## config.mk

```make
export PLATFORM = sky130hd
export DESIGN_NAME = cpu_mem_responder
export DESIGN_NICKNAME = d
export VERILOG_FILES = /design/src/rtl/pkg_cpu.sv /design/src/rtl/PlainAdder.sv /design/src/rtl/cpu_mem_responder.sv
export SDC_FILE = /design/constraint.sdc
export NUM_CORES = 1
export LEC_CHECK = 0
export ABC_AREA = 1
export CAP_MARGIN = 10
export CORE_MARGIN = 2
export CORE_UTILIZATION = 50
export CTS_BUF_LIST = sky130_fd_sc_hd__clkbuf_4
export CTS_CLUSTER_SIZE = 20
export DETAILED_ROUTE_END_ITERATION = 8
export GPL_TIMING_DRIVEN = 0
export MAX_ROUTING_LAYER = met4
export PLACE_DENSITY = 0.9
export SLEW_MARGIN = 30
export SYNTH_ARGS = -nofsm -noshare
export SYNTH_HDL_FRONTEND = slang
export SYNTH_SLANG_ARGS = --single-unit
```

## constraint.sdc

```tcl
create_clock -name clk -period 2.69 [get_ports clk]
set_input_delay 0.538 -clock clk [delete_from_list [all_inputs] [get_ports clk]]
set_output_delay 0.538 -clock clk [all_outputs]
set_load 0.01 [all_outputs]
```

## src/rtl/pkg_cpu.sv

```systemverilog
// Shared types for the CPU memory responder: request sizes, FSM states and
// small decode helpers used by the responder datapath.
package pkg_cpu;

  typedef enum logic [1:0] {
    SZ_8  = 2'd0,
    SZ_16 = 2'd1,
    SZ_32 = 2'd2,
    SZ_48 = 2'd3
  } ReqDataSz;

  typedef enum logic [1:0] {
    ST_IDLE = 2'd0,
    ST_BEAT = 2'd1,
    ST_DONE = 2'd2
  } RespState;

  // Number of 16-bit RAM beats needed for a request of the given size.
  function automatic logic [1:0] beat_count(input ReqDataSz sz);
    case (sz)
      SZ_32:   beat_count = 2'd2;
      SZ_48:   beat_count = 2'd3;
      default: beat_count = 2'd1;
    endcase
  endfunction

  // Multi-byte accesses must be halfword aligned; fetch-sized writes do not exist.
  function automatic logic is_illegal(input ReqDataSz sz, input logic write, input logic addr0);
    is_illegal = ((sz != SZ_8) && addr0) || ((sz == SZ_48) && write);
  endfunction

endpackage

```

## src/rtl/PlainAdder.sv

```systemverilog
// Unsigned W-bit adder, result wraps modulo 2^W.
module PlainAdder #(
  parameter int W = 31
) (
  input  logic [W-1:0] a_i,
  input  logic [W-1:0] b_i,
  output logic [W-1:0] sum_o
);

  assign sum_o = a_i + b_i;

endmodule

```

## src/rtl/cpu_mem_responder.sv

```systemverilog
// Splits CPU byte/halfword/word/fetch requests into 16-bit RAM beats, stalling
// the CPU via cpu_enable while the beats run.
// Handshake: a request is taken only when req_valid=1 in ST_IDLE; the CPU is
// then held (cpu_enable=0) for the whole of ST_BEAT and released in ST_DONE.
module cpu_mem_responder
  import pkg_cpu::*;
#(
  parameter int RAM_ADDR_W = 31
) (
  input  logic                  clk,
  input  logic                  rst_n,
  input  logic                  req_valid,
  input  logic                  req_write,
  input  logic [1:0]            req_size,
  input  logic [31:0]           req_addr,
  input  logic [31:0]           req_wdata,
  output logic                  cpu_enable,
  output logic [47:0]           rdata,
  output logic                  err,
  output logic [RAM_ADDR_W-1:0] ram_addr,
  output logic                  ram_we,
  output logic [1:0]            ram_be,
  output logic [15:0]           ram_wdata,
  input  logic [15:0]           ram_rdata,
  output logic [1:0]            dbg_state
);

  RespState              state_q, state_d;
  logic [1:0]            k_q, k_d;
  ReqDataSz              size_q;
  logic                  write_q;
  logic                  addr0_q;
  logic [31:0]           wdata_q;
  logic [RAM_ADDR_W-1:0] base_q;
  logic [RAM_ADDR_W-1:0] addr_q;
  logic [31:0]           buf_q;
  logic [47:0]           rdata_q;
  logic                  err_q, err_d;

  logic                  accept;
  logic [1:0]            n_beats;
  logic                  beat_active;
  logic [1:0]            k_inc;
  logic [RAM_ADDR_W-1:0] next_addr;
  logic [47:0]           rd_final;

  assign n_beats = beat_count(size_q);
  assign k_inc   = k_q + 2'd1;

  PlainAdder #(.W(RAM_ADDR_W)) u_addr_add (
    .a_i   (base_q),
    .b_i   ({{(RAM_ADDR_W-2){1'b0}}, k_inc}),
    .sum_o (next_addr)
  );

  always_comb begin
    state_d = state_q;
    k_d     = k_q;
    accept  = 1'b0;
    err_d   = 1'b0;
    case (state_q)
      ST_IDLE: begin
        if (req_valid) begin
          if (is_illegal(ReqDataSz'(req_size), req_write, req_addr[0])) begin
            err_d = 1'b1;
          end else begin
            accept  = 1'b1;
            k_d     = 2'd0;
            state_d = ST_BEAT;
          end
        end
      end
      ST_BEAT: begin
        // Reads spend one extra cycle here to catch the last RAM data beat.
        if (write_q ? (k_q == n_beats - 2'd1) : (k_q == n_beats)) begin
          state_d = ST_DONE;
        end else begin
          k_d = k_inc;
        end
      end
      ST_DONE: state_d = ST_IDLE;
      default: state_d = ST_IDLE;
    endcase
  end

  always_comb begin
    rd_final = 48'd0;
    case (size_q)
      SZ_8:    rd_final = {40'd0, (addr0_q ? ram_rdata[15:8] : ram_rdata[7:0])};
      SZ_16:   rd_final = {32'd0, ram_rdata};
      SZ_32:   rd_final = {16'd0, ram_rdata, buf_q[15:0]};
      default: rd_final = {ram_rdata, buf_q};
    endcase
  end

  assign beat_active = (state_q == ST_BEAT) && (k_q < n_beats);

  always_comb begin
    ram_we    = beat_active && write_q;
    ram_be    = 2'b00;
    ram_wdata = 16'd0;
    if (beat_active) begin
      if (write_q && (size_q == SZ_8)) begin
        ram_be = addr0_q ? 2'b10 : 2'b01;
      end else begin
        ram_be = 2'b11;
      end
    end
    if (ram_we) begin
      if (size_q == SZ_8) begin
        ram_wdata = {wdata_q[7:0], wdata_q[7:0]};
      end else begin
        ram_wdata = k_q[0] ? wdata_q[31:16] : wdata_q[15:0];
      end
    end
  end

  always_ff @(posedge clk) begin
    if (!rst_n) begin
      state_q <= ST_IDLE;
      k_q     <= 2'd0;
      size_q  <= SZ_8;
      write_q <= 1'b0;
      addr0_q <= 1'b0;
      wdata_q <= 32'd0;
      base_q  <= '0;
      addr_q  <= '0;
      buf_q   <= 32'd0;
      rdata_q <= 48'd0;
      err_q   <= 1'b0;
    end else begin
      state_q <= state_d;
      k_q     <= k_d;
      err_q   <= err_d;
      if (accept) begin
        size_q  <= ReqDataSz'(req_size);
        write_q <= req_write;
        addr0_q <= req_addr[0];
        wdata_q <= req_wdata;
        base_q  <= req_addr[RAM_ADDR_W:1];
        addr_q  <= req_addr[RAM_ADDR_W:1];
      end
      if ((state_q == ST_BEAT) && (k_q < n_beats - 2'd1)) begin
        addr_q <= next_addr;
      end
      // RAM data for beat k-1 arrives while the FSM sits at beat k.
      if ((state_q == ST_BEAT) && !write_q && (k_q != 2'd0)) begin
        if (k_q == n_beats) begin
          rdata_q <= rd_final;
        end else if (k_q == 2'd1) begin
          buf_q[15:0] <= ram_rdata;
        end else begin
          buf_q[31:16] <= ram_rdata;
        end
      end
    end
  end

  assign cpu_enable = (state_q != ST_BEAT);
  assign rdata      = rdata_q;
  assign err        = err_q;
  assign ram_addr   = addr_q;
  assign dbg_state  = state_q;

endmodule

```

==> run_results.csv <==
group,metric,value,unit
clock_tree,cts_tree,"built",
worst_setup_path,start_kind,"register",
drt,dr.pass1.iters,6,
global_routing,grt_pass1_wl,43760,um
clock_tree,cts_root_buf,"clkbuf_4",
logic_synthesis,ys_seq_area_share,43.64,%
logic_synthesis,synth_cell_types,40,
logic_synthesis,synth_nets,1294,
worst_setup_path,crit_fanout,8,
pwr,vdd_drop_max,0.2651,mV
global_routing,grt_max_degree,18,
drt,drc_errors,0,
logic_synthesis,synth_area_per_cell,7.008,sq um
floorplanning,core_area,16520,sq um
floorplanning,fp.dieW,133.6,um
run_status,status,"finished with violations",
sta,max_freq,343.6,MHz
sta,finalCritPeriodShare,108.2,%
sta,layout_min_cycle_time,2.911,ns
sta,setup-violations-final,17,
floorplanning,die_h,133.6,um
logic_synthesis,synth_seq_cells,183,
layout,fin_util,66.85,%
placement,gp_congestion,0.9747,
layout,drive_gt1_share,10.79,%
logic_synthesis,yosys.area.top_type_share,43.64,%
drt,finalWirelength,28190,um
drt,num_vias,9196,
logic_synthesis,yosys.area.top_type,"dfxtp_1",
logic_synthesis,synth_edf_count,0,
sta,fin_ws,-0.2208,ns
drt,antenna_left,0,
floorplanning,io_pins,188,
sta,hold_viol_final,0,
layout,multi_input_area,4178,sq um
global_routing,grt-ovfl-total,0,
sta,skew,0.02067,ns
logic_synthesis,syn_area,8396,sq um
sta,holdWs,0.4663,ns
worst_setup_path,crit_arrival,2.37,ns
drt,wire_per_inst,17.11,um
sta,tns,-2.712,ns
worst_setup_path,crit_chain,"buf_6 > inv_8 > buf_8 > ha_4 > a211oi_4 > inv_2 > nor2_4 > inv_4 > buf_8 > a21oi_2 > buf_2",
logic_synthesis,synth_async_sr_flop_share,0,%
layout,seqCellArea,3669,sq um
pwr,cellPowerDensity,509.9,nW/um^2
sta,grt_setup_unrepaired,"yes",
layout,instances_no_fill,1648,
logic_synthesis,synthTopCellsByArea,"dfxtp_1 (44%), nand2_1 (14%), a21oi_1 (6.8%), nor2_1 (6.8%), o21ai_0 (6.4%)",
global_routing,track_usage,32.16,%
clock_tree,cts_max_level,4,
pwr,p_leak,4.234,nW
worst_setup_path,cpPeakStageDelay,0.37,ns
floorplanning,rows,47,
clock_tree,cts.sinks,183,
job,max_cap_viol_count,0,
logic_synthesis,synth-main-ff-cell,"dfxtp_1",
drt,drt_iter0_drc,868,
sta,relSlewSlack,53.58,%
placement,placed_cells,1605,
placement,pre_cts_ws,-0.9739,ns
worst_setup_path,worstSetupPathType,"reg2out",
clock_tree,clk_pin_slew,0.14,ns
clock_tree,clk_latency,0.61,ns
global_routing,antenna_found_initial,1,
floorplanning,dieArea,17840,sq um
worst_setup_path,required,2.15,ns
clock_tree,cts_buffer_depth,2,
layout,fin_nets,1510,
worst_setup_path,crit_buf_inv,7,
placement,hpwl,20870,um
global_routing,grt_pass1_vias,8570,
worst_setup_path,endpoint_kind,"output port",
sta,tightest_slew,0.6962,ns
layout,fillerInstances,1381,
logic_synthesis,synthCells,1198,
hold_path,hold_path.class,"reg2reg",
drt,drt-vias-per-instance,5.580,
worst_setup_path,cpMostUsedCell,"buf_8",
run_status,violations,"negative setup slack",
placement,io_buffers,187,
clock_tree,numCtsBuffers,17,
layout,area_growth,31.58,%
worst_setup_path,slowest_stage,"dfxtp_2",
logic_synthesis,synth_warnings,0,
worst_setup_path,critical-path-top-delay-family,"buffers and inverters",
sta,drv_slew,0,
floorplanning,initial_utilization,50.81,%
-- stage by stage --
step	cell area, sq um	total power [mW]
floorplan	8397	3.513
detailed placement	10540	3.953
CTS	10990	5.599
global route	11050	5.839
global placement	10540	3.924
finish	11050	5.632
-- cells by family after synthesis --
kind of cell / share of synthesized area (%)
adder cells (fa/ha/maj): 1.580
AND/OR/NAND/NOR: 28.15
AO/OA/AOI/OAI: 17.72
XOR/XNOR: 1.043
buffers and inverters: 7.869
flip-flops: 43.64
-- worst reg2reg max path, cell delays in order, from the launching register on --
cell and delay, ns:
dfxtp_4 0.38, inv_1 0.06, clkbuf_8 0.15, buf_4 0.20, ha_2 0.39, fa_1 0.25
nand2_1 0.10, nor2_2 0.21, nand2_2 0.16, nor3_2 0.18, nand2_1 0.07, nand2_1 0.06
nand3_1 0.13, nand3_1 0.11, inv_1 0.05
-- synthesized netlist by cell type, drive strengths merged (3+ instances only) --
| cell | count |
|---|---|
| nand2 | 323 |
| dfxtp | 183 |
| nor2 | 162 |
| a21oi | 114 |
| o21ai | 111 |
| inv | 77 |
| nand3 | 63 |
| buf | 42 |
| clkbuf | 28 |
| a31oi | 25 |
| o22ai | 16 |
| nand3b | 10 |
| ha | 9 |
| a211oi | 8 |
| xor2 | 7 |
| nor3 | 5 |
| xnor2 | 3 |
-- final timing paths --
path | cells after the start | to | slack (ns) | startpoint
max | 11 | ram_wdata[6] | -0.22 | size_q[1]
min | 2 | buf_q[9] | 0.47 | buf_q[9]
max reg2reg | 14 | ram_addr[18] | 0.13 | k_q[0]
min reg2reg | 2 | buf_q[9] | 0.47 | buf_q[9]
-- area by class of cell --
| type | instances | area share, % |
|---|---|---|
| Clock inverter | 15 | 1.586 |
| Sequential cell | 183 | 33.21 |
| Buffer | 68 | 3.556 |
| Multi-Input combinational cell | 868 | 37.82 |
| Inverter | 77 | 2.752 |
| Tap cell | 220 | 2.492 |
| Clock buffer | 17 | 1.155 |
| Antenna cell | 1 | 0.02265 |
| Timing Repair Buffer | 199 | 17.41 |
-- report_power, final --
part / switching (mW) / leakage [nW] / internal [mW]
logic: 0.595 / 2.58 / 0.440
clock network: 1.00 / 0.168 / 0.650
registers: 0.104 / 1.49 / 2.84
total: 1.70 / 4.23 / 3.93
-- cell usage in the layout (no fill, tap or decap), types with 4 or more instances in the layout --
cell type / count
o22ai_1: 16
nor2_1: 144
a21oi_1: 111
nor2_2: 9
clkdlybuf4s50_1: 168
o21ai_0: 108
dfxtp_1: 181
buf_4: 16
nand2_2: 6
buf_2: 39
a31oi_1: 25
nor2_4: 9
ha_1: 6
clkbuf_4: 17
clkinv_4: 4
a211oi_1: 7
inv_2: 8
clkbuf_1: 25
inv_6: 4
nand3_1: 62
nand3b_1: 9
xor2_1: 7
nand2_1: 316
buf_6: 12
inv_1: 66
clkinv_2: 4
-- flip-flops by register name, summed over array words and instances, names as in the netlist --
| register | flops |
|---|---|
| write_q | 1 |
| err | 1 |
| buf_q | 32 |
| ram_addr | 31 |
| size_q | 2 |
| k_q | 2 |
| rdata | 48 |
| base_q | 31 |
| dbg_state | 2 |
| addr0_q | 1 |
| wdata_q | 32 |
-- repair_timing --
item / 4_1_cts / 5_1_grt
endpoints found under the setup margin: 48 / 23
gates cloned: 1 / 0
resized for setup: 114 / 17
hold buffers: 0 / 0
pin swaps: 4 / 1
buffers inserted: 10 / 2
-- metal layers --
metal	share of wire (%)	global-route usage [%]
met1	39	39.14
met5	0	-
met3	9.3	6.659
met4	4.6	15.37
met2	47	51.12
(Power assumes the default switching activity.)
